### config.mk
export PLATFORM = sky130hd
export DESIGN_NAME = prime_stream_tx
export DESIGN_NICKNAME = d
export VERILOG_FILES = /design/src/rtl/prime_stream_tx.sv
export SDC_FILE = /design/constraint.sdc
export NUM_CORES = 1
export LEC_CHECK = 0
export ABC_CLOCK_PERIOD_IN_PS = 6500
export BUFFER_PORTS_ARGS = -buffer_cell sky130_fd_sc_hd__buf_2
export CAP_MARGIN = 10
export CORE_ASPECT_RATIO = 0.5
export CORE_MARGIN = 2
export CORE_UTILIZATION = 45
export CTS_CLUSTER_DIAMETER = 50
export DETAILED_ROUTE_END_ITERATION = 10
export PLACE_DENSITY = 0.69
export SYNTH_ARGS = -nofsm -noshare
export SYNTH_HDL_FRONTEND = slang
export SYNTH_SLANG_ARGS = --single-unit
### constraint.sdc
create_clock -name clk -period 6.5 [get_ports clk]
set_input_delay 0.65 -clock clk [delete_from_list [all_inputs] [get_ports clk]]
set_output_delay 0.65 -clock clk [all_outputs]
set_load 0.01 [all_outputs]
### src/rtl/prime_stream_tx.sv
// Enumerates primes 2..limit by trial division (repeated subtraction) and streams them over valid/ready.
// Optional live prime_count when PRIME_STREAM_COUNT_EN is defined; otherwise prime_count is tied to 0.
module prime_stream_tx (
    input  logic       clk,
    input  logic       rst,
    input  logic       start,
    input  logic [7:0] limit,
    output logic [7:0] prime_out,
    output logic       prime_valid,
    input  logic       prime_ready,
    output logic       busy,
    output logic       done,
    output logic [7:0] prime_count
);

    typedef enum logic [2:0] {
        IDLE,
        CAND,
        DIV_INIT,
        DIV_SUB,
        DIV_CHK,
        EMIT,
        FIN
    } state_t;

    state_t      state;
    logic [7:0]  lim_r;
    logic [8:0]  cand;
    logic [7:0]  div;
    logic [8:0]  rem;
    logic [15:0] div_sq;

    // 16-bit square so the termination test cannot overflow for any divisor
    assign div_sq = div * div;

    always_ff @(posedge clk or posedge rst) begin
        if (rst) begin
            state       <= IDLE;
            lim_r       <= '0;
            cand        <= '0;
            div         <= '0;
            rem         <= '0;
            prime_out   <= '0;
            prime_valid <= 1'b0;
            busy        <= 1'b0;
            done        <= 1'b0;
        end else begin
            case (state)
                IDLE: begin
                    if (start) begin
                        lim_r <= limit;
                        cand  <= 9'd2;
                        busy  <= 1'b1;
                        state <= CAND;
                    end
                end
                CAND: begin
                    // cand is 9 bits so stepping past 255 still terminates
                    if (cand > {1'b0, lim_r}) begin
                        done  <= 1'b1;
                        state <= FIN;
                    end else begin
                        div   <= 8'd2;
                        state <= DIV_INIT;
                    end
                end
                DIV_INIT: begin
                    if (div_sq > {7'd0, cand}) begin
                        prime_valid <= 1'b1;
                        prime_out   <= cand[7:0];
                        state       <= EMIT;
                    end else begin
                        rem   <= cand;
                        state <= DIV_SUB;
                    end
                end
                DIV_SUB: begin
                    if (rem >= {1'b0, div}) begin
                        rem <= rem - {1'b0, div};
                    end else begin
                        state <= DIV_CHK;
                    end
                end
                DIV_CHK: begin
                    if (rem == 9'd0) begin
                        cand  <= cand + 9'd1;
                        state <= CAND;
                    end else begin
                        div   <= div + 8'd1;
                        state <= DIV_INIT;
                    end
                end
                EMIT: begin
                    if (prime_ready) begin
                        prime_valid <= 1'b0;
                        cand        <= cand + 9'd1;
                        state       <= CAND;
                    end
                end
                FIN: begin
                    done  <= 1'b0;
                    busy  <= 1'b0;
                    state <= IDLE;
                end
                default: state <= IDLE;
            endcase
        end
    end

`ifdef PRIME_STREAM_COUNT_EN
    always_ff @(posedge clk or posedge rst) begin
        if (rst) begin
            prime_count <= '0;
        end else if (state == IDLE && start) begin
            prime_count <= '0;
        end else if (state == EMIT && prime_valid && prime_ready) begin
            prime_count <= prime_count + 8'd1;
        end
    end
`else
    assign prime_count = 8'd0;
`endif

endmodule

### Yosys cells after proc, flatten, opt, wreduce, memory -nomap -nowiden

Cells that the tools add are included.

* register bits after elaboration: 48
* latch bits: 0
* memory bits (writable): 0
* bits in read-only memories: 0
* bits of input ports: 12
* output and inout bits: 19
* memories kept: 0

* add/sub/neg operators: 3
* $mul: 1
* div/mod/pow operators: 0
* $lt $le $gt $ge: 3
* eq/ne operators: 16
* shift operators: 0
* muxes and demuxes: 24
* bitwise operators: 0
* reductions and logical operators: 17

Operators with widths (number)
* $mux 9: 5
* $pmux 9 s3: 1
* $ne 2x2->1 const B: 10
* $pmux 3 s6: 1
* $pmux 9 s2: 1
* $gt 16x9->1: 1
* $mul 8x8->16: 1
* $mux 8: 2
* $pmux 8 s2: 1
* $mux 3: 5
* $reduce_and 3->1: 4
* $reduce_bool 2->1: 5
* $add 9x1->9 const B: 1
* $eq 3x3->1 const B: 3
* $ge 9x8->1: 1
* $gt 9x8->1: 1
* $logic_not 9->1: 1
* $sub 9x8->9: 1
* $add 8x1->8 const B: 1
* $reduce_and 2->1: 4
* $eq 3x2->1 const B: 2
* $pmux 1 s2: 3
* $mux 1: 4
* $reduce_and 4->1: 1
* other kinds (4): 4

### Longest topological paths before layout

Gate-level depths: netlist of run 1.

* depth after elaboration: 4
* mapped depth: 23

### Worst setup path after synthesis of run 1

OpenSTA, ideal clock, no wires.

* path type: reg2reg
* from: register div[5]
* to: register rem[2]
* data arrival time: 5427 ps
* required time: 6375 ps
* slack: 948 ps
* cell stages (with the launch flop): 20
* buffers on the path: 0
* clock period less this slack: 5552 ps
* path through: dfrtp_1 > clkinv_1 > nor2_1 > fa_1 > fa_1 > inv_1 > fa_1 > fa_1 > inv_1 > ha_1 > xor2_1 > ha_1 > nor2b_1 > a31oi_1 > o311ai_0 > a2111o_1 > a2111oi_4 > nand3_2 > o21ai_4 > mux2_2

* word-level cells in the longest chain between the ends: 4

Ends and longest elaborated chain
* from (decl): line 29 `logic [7:0] div;`
* from (signal assigned): line 89 `div <= div + 8'd1;`
* $mul 8x8->16: line 34 `assign div_sq = div * div;`
* $gt 16x9->1: line 68 `if (div_sq > {7'd0, cand}) begin`
* $ne 2x2->1 (no line)
* $reduce_and 3->1 (no line) (*)
* to (signal assigned): line 73 `rem <= cand;`
* to (signal assigned): line 79 `rem <= rem - {1'b0, div};`
* to (decl): line 30 `logic [8:0] rem;`

Every way passes the cells marked *; elsewhere a longest branch is shown, timed or not.
A chain may end at the register's enable or synchronous reset.

### Worst setup path after layout of run 1

* from: register div[0]
* to: register rem[5]

* word-level cells in the longest chain between the ends: 4

Ends and longest elaborated chain (line)
* $mul 8x8->16: 34
* $gt 16x9->1: 68
* $ne 2x2->1 (no line)
* $reduce_and 3->1 (no line)

Several ways; a longest one is shown, not always the timed one. The select of a mux whose other input is x is not followed.

==> metrics.txt, run 1 <==
outcome=finished clean; power density relative to cell area=343 nW/um2; largest voltage drop on the vdd net=0.204 mV; root buffer cell=sky130_fd_sc_hd__clkbuf_16; Slew Limit Fails=0; EDFF count, synth=0; number of gates resized after CTS=0; Die Height=76.2 um; static power due to leakage=2.50 nW; multi-input combinational cell area=3130 um2; Yosys reg bits=48; worst hold-check path type=reg2reg; vias in the first global route=3,680; largest net degree at the start of global routing=49; core utilization of the finished layout=49.9%; Post-CTS Hold Fix Bufs=0; Clock H-tree levels=2; dominant register cell in the synthesized netlist=sky130_fd_sc_hd__dfrtp_1; max frequency=0.165 GHz; Seq pwr share=27.7%; Core Footprint=10,200 um2; mapped cell area=4700 um2; Setup Total Neg Slack=0 ns; post-route DRC violation count=0; wire length per cell after detailed routing=15.1 um; fill count=959; critical path launch point type=flip-flop; Worst slew margin=28.8%; buffer depth of the longest clock path=2; critical-path cell with the highest stage delay=sky130_fd_sc_hd__fa_1; area used by sequential logic in the layout=1200 um2; sinks on the clock net=48; Crit path required time=6.68 ns; Switching Share=44.7%; detailed placement HPWL=8100 um; Period Utilization, post-route=93.1%; drt first-iter violations=182; max capacitance violation total=0; Fin. Hold Viols=0; final cell area excluding filler cells=5080 um2; portion of total power attributed to the clock network=15.5%; die outline area=11,300 um2; initial core utilization=46.1%; Post CTS Setup Buffer Count=0; Combinational Power Share=56.8%; cell class contributing the biggest share of worst-path delay=adder cells; NetSw=0.780 mW; TritonCTS buffer count=5; overall track demand over capacity in global routing=19.9%; Die W=148 um; Critical Path Sink Type=flip-flop; post-route antenna net violation count=0; Int Power=0.964 mW; wire length of the first global-routing pass=18,300 um; vias=3,824; proportion of register bits with asynchronous set or reset after synthesis=100%; number of antenna violations at the first check in global routing=0; number of distinct library cell variants in the gate-level netlist after synthesis=58; Port-buffer cells=22; vias per cell=5.48; Total Nets Final=649; RSZ-0062 raised after global routing=false; warnings from Yosys=0; critical path peak fanout=8; setup skew after layout=0.00694 ns; Syn-to-layout area delta=8.20%; placement row count=26; share of the yosys chip area belonging to registers=25.6%; slew at the pin closest to its max-slew limit=1.07 ns; data arrival at the endpoint of the critical path=6.23 ns; overflow left after global routing=0; final number of setup-violating endpoints=0; post-detailed-placement cell area=4920 um2; Final Critical Period=6.05 ns; clock insertion delay at the later pin of the skew report=0.29 ns; total length of routed wires=10,600 um; Avg Synthesized Cell Area=8.73 um2; clock slew at the register clock pins of the worst setup and hold paths=0.06 ns; clock tree from TritonCTS=done; proportion of layout cells with a drive suffix above 1=11.1%; crit-path max cell delay=0.54 ns; gate count of the mapped netlist=538; Hold Worst Slack=0.491 ns; critical path cell sequence=inv_1 > nor2_1 > fa_1 > xor2_1 > xnor2_1 > fa_1 > inv_1 > fa_1 > inv_1 > ha_1 > nand3_1 > o2111ai_1 > xor2_1 > ha_1 > nor2b_1 > a31oi_1 > o311ai_0 > a2111o_1 > a2111oi_4 > nand3_2 > o21ai_4 > mux2_2; count of boundary I/O pins=31; Worst Setup Path Type=reg2reg; final RePlAce weighted congestion=0.903; total inserted antenna cells=0; count of TritonRoute iterations in the first routing pass=4; CP Buf/Inv Count=3
[metal layers]
layer  track usage (%)  wire (um)
met3              2.34        489
met4              3.33         92
met2              32.2       4660
met5                 0          0
met1              29.3       5310
[flip-flops by register name (all words and copies together) (netlist names)]
register     cells
busy             1
state            3
done             1
cand             9
prime_out        8
rem              9
div              8
prime_valid      1
lim_r            8
[path summary, 6_finish.rpt]
path                        startpoint           end  slack (ns)  cells past startpoint
min                        prime_valid   prime_valid        0.49                      1
min reg2reg                prime_valid   prime_valid        0.49                      1
max in group asynchronous          rst        div[3]        5.22                      2
max reg2reg                     div[0]        rem[5]        0.45                     22
max                             div[0]        rem[5]        0.45                     22
min in group asynchronous          rst  prime_out[4]        0.61                      2
[power by group through the flow]
stage	clock, mW	sequential (mW)	combinational (mW)
2_1_floorplan	0	0.448	0.784
3_3_place_gp	0	0.482	0.966
3_5_place_dp	0	0.484	0.968
4_1_cts	0.277	0.480	0.979
5_1_grt	0.289	0.498	1.11
6_report	0.271	0.482	0.990
[final cells by class]
class,count,share of cell area [%]
tap,140,3.45
clock buffer,6,2.73
clock inverter,2,0.295
timing repair buffer,25,2.68
sequential,48,23.6
inverter,76,5.61
multi-input combinational,401,61.6
[cells in the final DEF, fill, tap and decap left out, types with 8 or more instances in the layout]
| cell type | count |
|---|---|
| sky130_fd_sc_hd__ha_1 | 54 |
| sky130_fd_sc_hd__o21ai_0 | 37 |
| sky130_fd_sc_hd__fa_1 | 26 |
| sky130_fd_sc_hd__a21o_1 | 8 |
| sky130_fd_sc_hd__nand2_1 | 47 |
| sky130_fd_sc_hd__nand3_1 | 16 |
| sky130_fd_sc_hd__buf_2 | 22 |
| sky130_fd_sc_hd__nor3_1 | 8 |
| sky130_fd_sc_hd__dfrtp_1 | 48 |
| sky130_fd_sc_hd__xnor2_1 | 15 |
| sky130_fd_sc_hd__nor2_1 | 43 |
| sky130_fd_sc_hd__nor2b_1 | 8 |
| sky130_fd_sc_hd__conb_1 | 10 |
| sky130_fd_sc_hd__a21oi_1 | 22 |
| sky130_fd_sc_hd__mux2_2 | 14 |
| sky130_fd_sc_hd__inv_1 | 73 |
| sky130_fd_sc_hd__nand4_1 | 10 |
[per-stage QoR]
step	power [mW]	cells	setup slack (ns)
6_report	1.74	698	0.448
5_1_grt	1.90	698	0.102
4_1_cts	1.74	697	0.456
3_5_place_dp	1.45	689	0.465
3_3_place_gp	1.45	689	0.681
2_1_floorplan	1.23	547	0.948
[synthesized netlist by cell type, drive strengths merged, types with 3 or more instances]
master  number  area share [%]
and2         5            0.72
a21o         9             1.5
nand2       48             3.9
buf         11             1.7
nand4       10             1.3
mux2i        6             1.3
a21oi       22             2.3
a211oi       3            0.59
a31oi        6            0.80
clkbuf      11            0.88
xnor2       15             2.8
dfrtp       48              26
o31ai        7             1.1
fa          26              11
o21ai       39             4.5
inv         74             5.9
nor2b        8             1.1
nor2        43             3.4
o21a         3            0.48
nor3         9            0.96
nand2b       5            0.67
ha          54              14
mux2        14             3.4
xor2         6             1.1
a21boi       3            0.56
and3         4            0.53
nand3       17             1.9
[cells by family after synthesis]
| kind of cell | after synthesis | synth area share (%) |
|---|---|---|
| AO/OA/AOI/OAI | 112 | 15.9 |
| XOR/XNOR | 21 | 3.92 |
| adder cells (fa/ha/maj) | 80 | 25.5 |
| buffers and inverters | 98 | 8.60 |
| flip-flops | 48 | 25.6 |
| multiplexers | 20 | 4.64 |
| other | 1 | 0.0798 |
| AND/OR/NAND/NOR | 158 | 15.8 |
Note: power is estimated with default switching activity, not from simulation.
==> run 2: changes to the inputs <==
CORE_ASPECT_RATIO = 1.5   (was 0.5)
==> run 2 against run 1 <==
Against the previous run: clock-buffer cell count stayed put; die area is 0.29% lower; sequential power hardly changed; first-iteration DRC count is 13% higher; via count is 1.6% lower; total power is 1.6% higher; cell count is 3.4% lower; non-clock buffer count is 1 lower; clock power is 9.2% higher; core utilization is 0.062 points lower; maximum frequency is 0.52% lower; critical endpoint is now rem[6]; highest routed layer unchanged.
==> metrics.txt, run 2 (same netlist as run 1, synthesis figures left out) <==
outcome=finished clean; Syn-to-layout area delta=7.57%; detailed placement HPWL=8720 um (+7.6%); overall track demand over capacity in global routing=20.5% (+0.57 points); buffer depth of the longest clock path=2 (unchanged); Port-buffer cells=22 (unchanged); Period Utilization, post-route=93.6% (+0.49 points); CP Buf/Inv Count=3 (unchanged); overflow left after global routing=0 (unchanged); drt first-iter violations=205 (+13%); wire length per cell after detailed routing=16.1 um (+6.3%); clock tree from TritonCTS=done; static power due to leakage=2.51 nW (+0.22%); worst hold-check path type=reg2reg; Die W=87.4 um (-41%); setup skew after layout=0.00381 ns (-0.00312 ns); post-route antenna net violation count=0 (unchanged); final number of setup-violating endpoints=0 (unchanged); vias per cell=5.58 (+1.9%); max frequency=0.164 GHz (-0.52%); die outline area=11,300 um2 (-0.29%); root buffer cell=sky130_fd_sc_hd__clkbuf_16; Final Critical Period=6.08 ns (+0.0316 ns); Fin. Hold Viols=0 (unchanged); Worst Setup Path Type=reg2reg; top library cells by usage in the layout, fill and taps aside=sky130_fd_sc_hd__inv_1 (73), sky130_fd_sc_hd__ha_1 (54), sky130_fd_sc_hd__dfrtp_1 (48), sky130_fd_sc_hd__nand2_1 (47), sky130_fd_sc_hd__nor2_1 (43); Post-CTS Hold Fix Bufs=0 (unchanged); Slew Limit Fails=0 (unchanged); data arrival at the endpoint of the critical path=6.26 ns (+0.03 ns); number of gates resized after CTS=0 (unchanged); total inserted antenna cells=0 (unchanged); max capacitance violation total=0 (unchanged); Critical Path Sink Type=flip-flop; cell class contributing the biggest share of worst-path delay=adder cells; flop-to-flop setup slack=0.42 ns (-0.03 ns); wire length of the first global-routing pass=18,200 um (-0.53%); placement row count=45 (+73%); vias in the first global route=3,834 (+4.2%); largest net degree at the start of global routing=49 (unchanged); Setup Slack @ Placement=0.444 ns (-0.0213 ns); critical path peak fanout=8 (unchanged); proportion of layout cells with a drive suffix above 1=10.8% (-0.34 points); final RePlAce weighted congestion=0.910 (+0.77%); Die Height=129 um (+69%); Clock H-tree levels=2 (unchanged); Worst slew margin=31.7% (+2.9 points); Setup Total Neg Slack=0 ns (unchanged); post-route DRC violation count=0 (unchanged); Post CTS Setup Buffer Count=0 (unchanged); clock slew at the register clock pins of the worst setup and hold paths=0.07 ns (about the same); top flop regs=cand (9), rem (9); critical path launch point type=flip-flop; power density relative to cell area=351 nW/um2 (+2.2%); clock insertion delay at the later pin of the skew report=0.29 ns (about the same); total length of routed wires=10,800 um (+2.6%); count of TritonRoute iterations in the first routing pass=4 (unchanged); largest voltage drop on the vdd net=0.322 mV (+58%); Crit path required time=6.68 ns (about the same); crit-path max cell delay=0.54 ns (about the same); most frequent standard cell in the layout excluding fill and tap cells=sky130_fd_sc_hd__inv_1; sinks on the clock net=48 (unchanged); Total Nets Final=648 (-0.15%); number of antenna violations at the first check in global routing=0 (unchanged); final setup margin=0.416 ns (-0.0316 ns); sum of internal, switching and leakage power=1.77 mW (+1.6%); TritonCTS buffer count=5 (unchanged); vias=3,762 (-1.6%); RSZ-0062 raised after global routing=false; initial core utilization=46.3% (+0.22 points); slew at the pin closest to its max-slew limit=1.02 ns (-0.0417 ns); critical-path cell with the highest stage delay=sky130_fd_sc_hd__fa_1; count of boundary I/O pins=31 (unchanged); critical path cell sequence=inv_1 > nor2_1 > fa_1 > xor2_1 > xnor2_1 > fa_1 > inv_1 > fa_1 > inv_1 > ha_1 > nand3_1 > o2111ai_1 > xor2_1 > ha_1 > nor2b_1 > a31oi_1 > o311ai_0 > a2111o_1 > a2111oi_4 > nand3_2 > o21ai_4 > mux2_2; Core Footprint=10,100 um2 (-0.47%)
-- run 2: cell count changes in the layout (fill, tap and decap cells not counted), sizes merged --
cell,previous run,this run
buf,25,24
bufinv,0,1
clkinv,2,3
clkinvlp,2,0
-- run 2: final timing paths --
path | depth (start not counted) | to | from
setup / recovery | 22 | rem[6] | div[0]
hold / removal | 1 | prime_valid | prime_valid
setup reg to reg | 22 | rem[6] | div[0]
hold reg to reg | 1 | prime_valid | prime_valid
max in group asynchronous | 2 | div[3] | rst
min in group asynchronous | 2 | cand[4] | rst
-- run 2: per-layer routing --
| layer | vias up | wire length (um) | global-route usage [%] |
|---|---|---|---|
| met4 | 0 | 523 | 10.7 |
| met5 | - | 0 | 0 |
| li1 | 1856 | - | - |
| met2 | 73 | 5650 | 37.3 |
| met1 | 1800 | 4370 | 23.0 |
| met3 | 33 | 276 | 2.48 |
-- run 2: final cells by class --
class                   count  area, um2
clock buffers               6        129
clock inverters             2       35.0
fillers                   953       5080
inverters                  76        285
multi-input cells         401       3130
flip-flops and latches     48       1200
well taps                 117        146
repair buffers             24        125
-- run 2: stage by stage --
stage | area (um2) | util, % | hold slack (ns) | cells
2_1_floorplan | 4730 | - | 0.487 | 547
3_3_place_gp | 4890 | 48.2 | 0.466 | 666
3_5_place_dp | 4890 | 48.2 | 0.476 | 666
4_1_cts | 5050 | 49.9 | 0.491 | 674
5_1_grt | 5050 | 49.9 | 0.495 | 674
6_report | 5050 | 49.9 | 0.483 | 674
-- run 2: where the power goes --
part | internal (mW) | switching (mW) | leakage [nW]
registers | 0.386 | 0.0927 | 0.614
clock network | 0.181 | 0.114 | 0.0808
logic | 0.422 | 0.576 | 1.81
total | 0.989 | 0.783 | 2.51
==> run 3: changes to the inputs <==
ABC_CLOCK_PERIOD_IN_PS = 7490   (was 6500)
MAX_ROUTING_LAYER = met4   (was not set)
clock period = 7.49 ns   (was 6.5 ns; I/O delays follow)
==> run 3 against run 2 <==
Against the previous run: core utilization grew 0.47 points; critical endpoint is now rem[5]; register-to-register slack gained 0.97 ns; clock power grew 9.5%; highest routed layer unchanged; maximum frequency shrank 0.25%.
==> metrics.txt, run 3 (same netlist as run 1, synthesis figures left out) <==
sum of internal, switching and leakage power=1.59 mW (-10%); Seq pwr share=26.1% (-0.9 points); outcome=finished clean; count of TritonRoute iterations in the first routing pass=4 (unchanged); Die Height=129 um (unchanged); post-route DRC violation count=0 (unchanged); Die W=87.4 um (unchanged); number of gates resized after CTS=0 (unchanged); final RePlAce weighted congestion=0.900 (-1.2%); power density relative to cell area=312 nW/um2 (-11%); final setup margin=1.39 ns (+0.975 ns); vias=3,758 (-0.11%); setup skew after layout=0.00696 ns (+0.00315 ns); Total Nets Final=647 (-0.15%); detailed placement HPWL=8750 um (+0.35%); wire length of the first global-routing pass=18,500 um (+2.0%); final number of setup-violating endpoints=0 (unchanged); clock insertion delay at the later pin of the skew report=0.29 ns (about the same); Worst Setup Path Type=reg2reg; RSZ-0062 raised after global routing=false; top flop regs=cand (9), rem (9); sinks on the clock net=48 (unchanged); cell class contributing the biggest share of worst-path delay=adder cells; total inserted antenna cells=0 (unchanged); number of cells traversed by the worst hold path=1 (unchanged); max frequency=0.164 GHz (-0.25%); Setup Slack @ Placement=1.46 ns (+1.02 ns); proportion of layout cells with a drive suffix above 1=10.8% (+0.019 points); Post CTS Setup Buffer Count=0 (unchanged); hold path start=prime_valid; max capacitance violation total=0 (unchanged); critical path peak fanout=8 (unchanged); number of antenna violations at the first check in global routing=0 (unchanged); largest voltage drop on the vdd net=0.210 mV (-35%); clock slew at the register clock pins of the worst setup and hold paths=0.07 ns (about the same); flop-to-flop setup slack=1.39 ns (+0.97 ns); portion of total power attributed to the clock network=20.3% (+3.6 points); clock tree from TritonCTS=done; overflow left after global routing=0 (unchanged); worst r2r src=div[0]; initial core utilization=46.3% (unchanged); Post-CTS Hold Fix Bufs=0 (unchanged); top library cells by usage in the layout, fill and taps aside=sky130_fd_sc_hd__inv_1 (73), sky130_fd_sc_hd__ha_1 (54), sky130_fd_sc_hd__dfrtp_1 (48), sky130_fd_sc_hd__nand2_1 (47), sky130_fd_sc_hd__nor2_1 (43); placement row count=45 (unchanged); CP Buf/Inv Count=3 (unchanged); Combinational Power Share=53.6% (-2.7 points); r2r worst-path depth=22 (unchanged); Syn-to-layout area delta=8.58%; Critical Path Sink Type=flip-flop; worst hold-check path type=reg2reg; Setup Total Neg Slack=0 ns (unchanged); die outline area=11,300 um2 (unchanged); vias per cell=5.58 (about the same); wire length per cell after detailed routing=16.1 um (about the same); slew at the pin closest to its max-slew limit=1.01 ns (-0.0180 ns); static power due to leakage=2.53 nW (+0.79%); post-route antenna net violation count=0 (unchanged); vias in the first global route=3,979 (+3.8%); Worst slew margin=32.8% (+1.1 points); final cell area excluding filler cells=5100 um2 (+0.94%); WHS Endpoint=prime_valid; post-detailed-placement cell area=4870 um2 (-0.31%); total length of routed wires=10,800 um (-0.12%); most frequent standard cell in the layout excluding fill and tap cells=sky130_fd_sc_hd__inv_1; count of boundary I/O pins=31 (unchanged); Period Utilization, post-route=81.4% (-12 points); worst r2r dst=rem[5]; critical-path cell with the highest stage delay=sky130_fd_sc_hd__fa_1; Final Critical Period=6.10 ns (+0.0152 ns); Fin. Hold Viols=0 (unchanged); Core Footprint=10,100 um2 (unchanged); critical path launch point type=flip-flop; Clock H-tree levels=2 (unchanged); overall track demand over capacity in global routing=21.4% (+0.86 points); data arrival at the endpoint of the critical path=6.28 ns (+0.02 ns); Slew Limit Fails=0 (unchanged); root buffer cell=sky130_fd_sc_hd__clkbuf_16; critical path cell sequence=inv_1 > nor2_1 > fa_1 > xor2_1 > xnor2_1 > fa_1 > inv_1 > fa_1 > inv_1 > ha_1 > nand3_1 > o2111ai_1 > xor2_1 > ha_1 > nor2b_1 > a31oi_1 > o311ai_0 > a2111o_1 > a2111oi_4 > nand3_2 > o21ai_4 > mux2_2; fill count=940 (-1.4%); NetSw=0.667 mW (-15%); drt first-iter violations=192 (-6.3%); Port-buffer cells=22 (unchanged); Switching Share=41.9% (-2.3 points); crit-path max cell delay=0.54 ns (about the same); TritonCTS buffer count=5 (unchanged); Crit path required time=7.67 ns (+0.99 ns); buffer depth of the longest clock path=2 (unchanged); largest net degree at the start of global routing=49 (unchanged); Int Power=0.925 mW (-6.5%)
-- run 3: cell count changes in the layout (fill, tap and decap cells not counted), sizes merged --
| cell | delta |
|---|---|
| clkinv | -1 |
| clkbuf | -1 |
| bufinv | +2 |
| buf | -1 |
-- run 3: worst max-delay path by stage --
stage | cells past startpoint | slack (ns) | end | from
after floorplan | 19 | 1.94 | rem[2] | div[5]
final | 22 | 1.39 | rem[5] | div[0]
after detailed placement | 22 | 1.46 | rem[6] | div[0]
after global placement | 22 | 1.58 | rem[2] | div[0]
after global routing | 22 | 0.99 | rem[6] | div[0]
after CTS | 22 | 1.42 | rem[5] | div[0]
-- run 3: layout make-up --
class / count / area [um2] / area share, %
clock inverters: 3 / 90.1 / 1.77
inverters: 76 / 285 / 5.59
repair buffers: 23 / 121 / 2.38
well taps: 117 / 146 / 2.87
multi-input cells: 401 / 3130 / 61.4
clock buffers: 5 / 125 / 2.45
flip-flops and latches: 48 / 1200 / 23.6
-- run 3: layer usage --
metal / wire length (um) / track usage [%] / up-vias / share of wire (%)
met4: 407 / 10.0 / 0 / 3.8
li1: - / - / 1848 / -
met1: 4300 / 23.4 / 1809 / 40
met3: 292 / 2.29 / 27 / 2.7
met2: 5810 / 38.1 / 74 / 54
met5: 0 / - / - / 0
-- run 3: stage by stage --
stage	util, %	hold WS (ns)	cells
after global routing	50.3	0.526	673
final	50.3	0.498	673
after detailed placement	48.1	0.487	664
after global placement	48.1	0.464	664
after floorplan	-	0.487	547
after CTS	50.2	0.503	672
-- run 3: power groups by stage --
stage | clock (mW) | sequential (mW) | combinational [mW]
5_1_grt | 0.339 | 0.426 | 0.961
4_1_cts | 0.332 | 0.414 | 0.853
3_5_place_dp | 0 | 0.418 | 0.844
3_3_place_gp | 0 | 0.416 | 0.831
6_report | 0.324 | 0.415 | 0.853
2_1_floorplan | 0 | 0.389 | 0.680
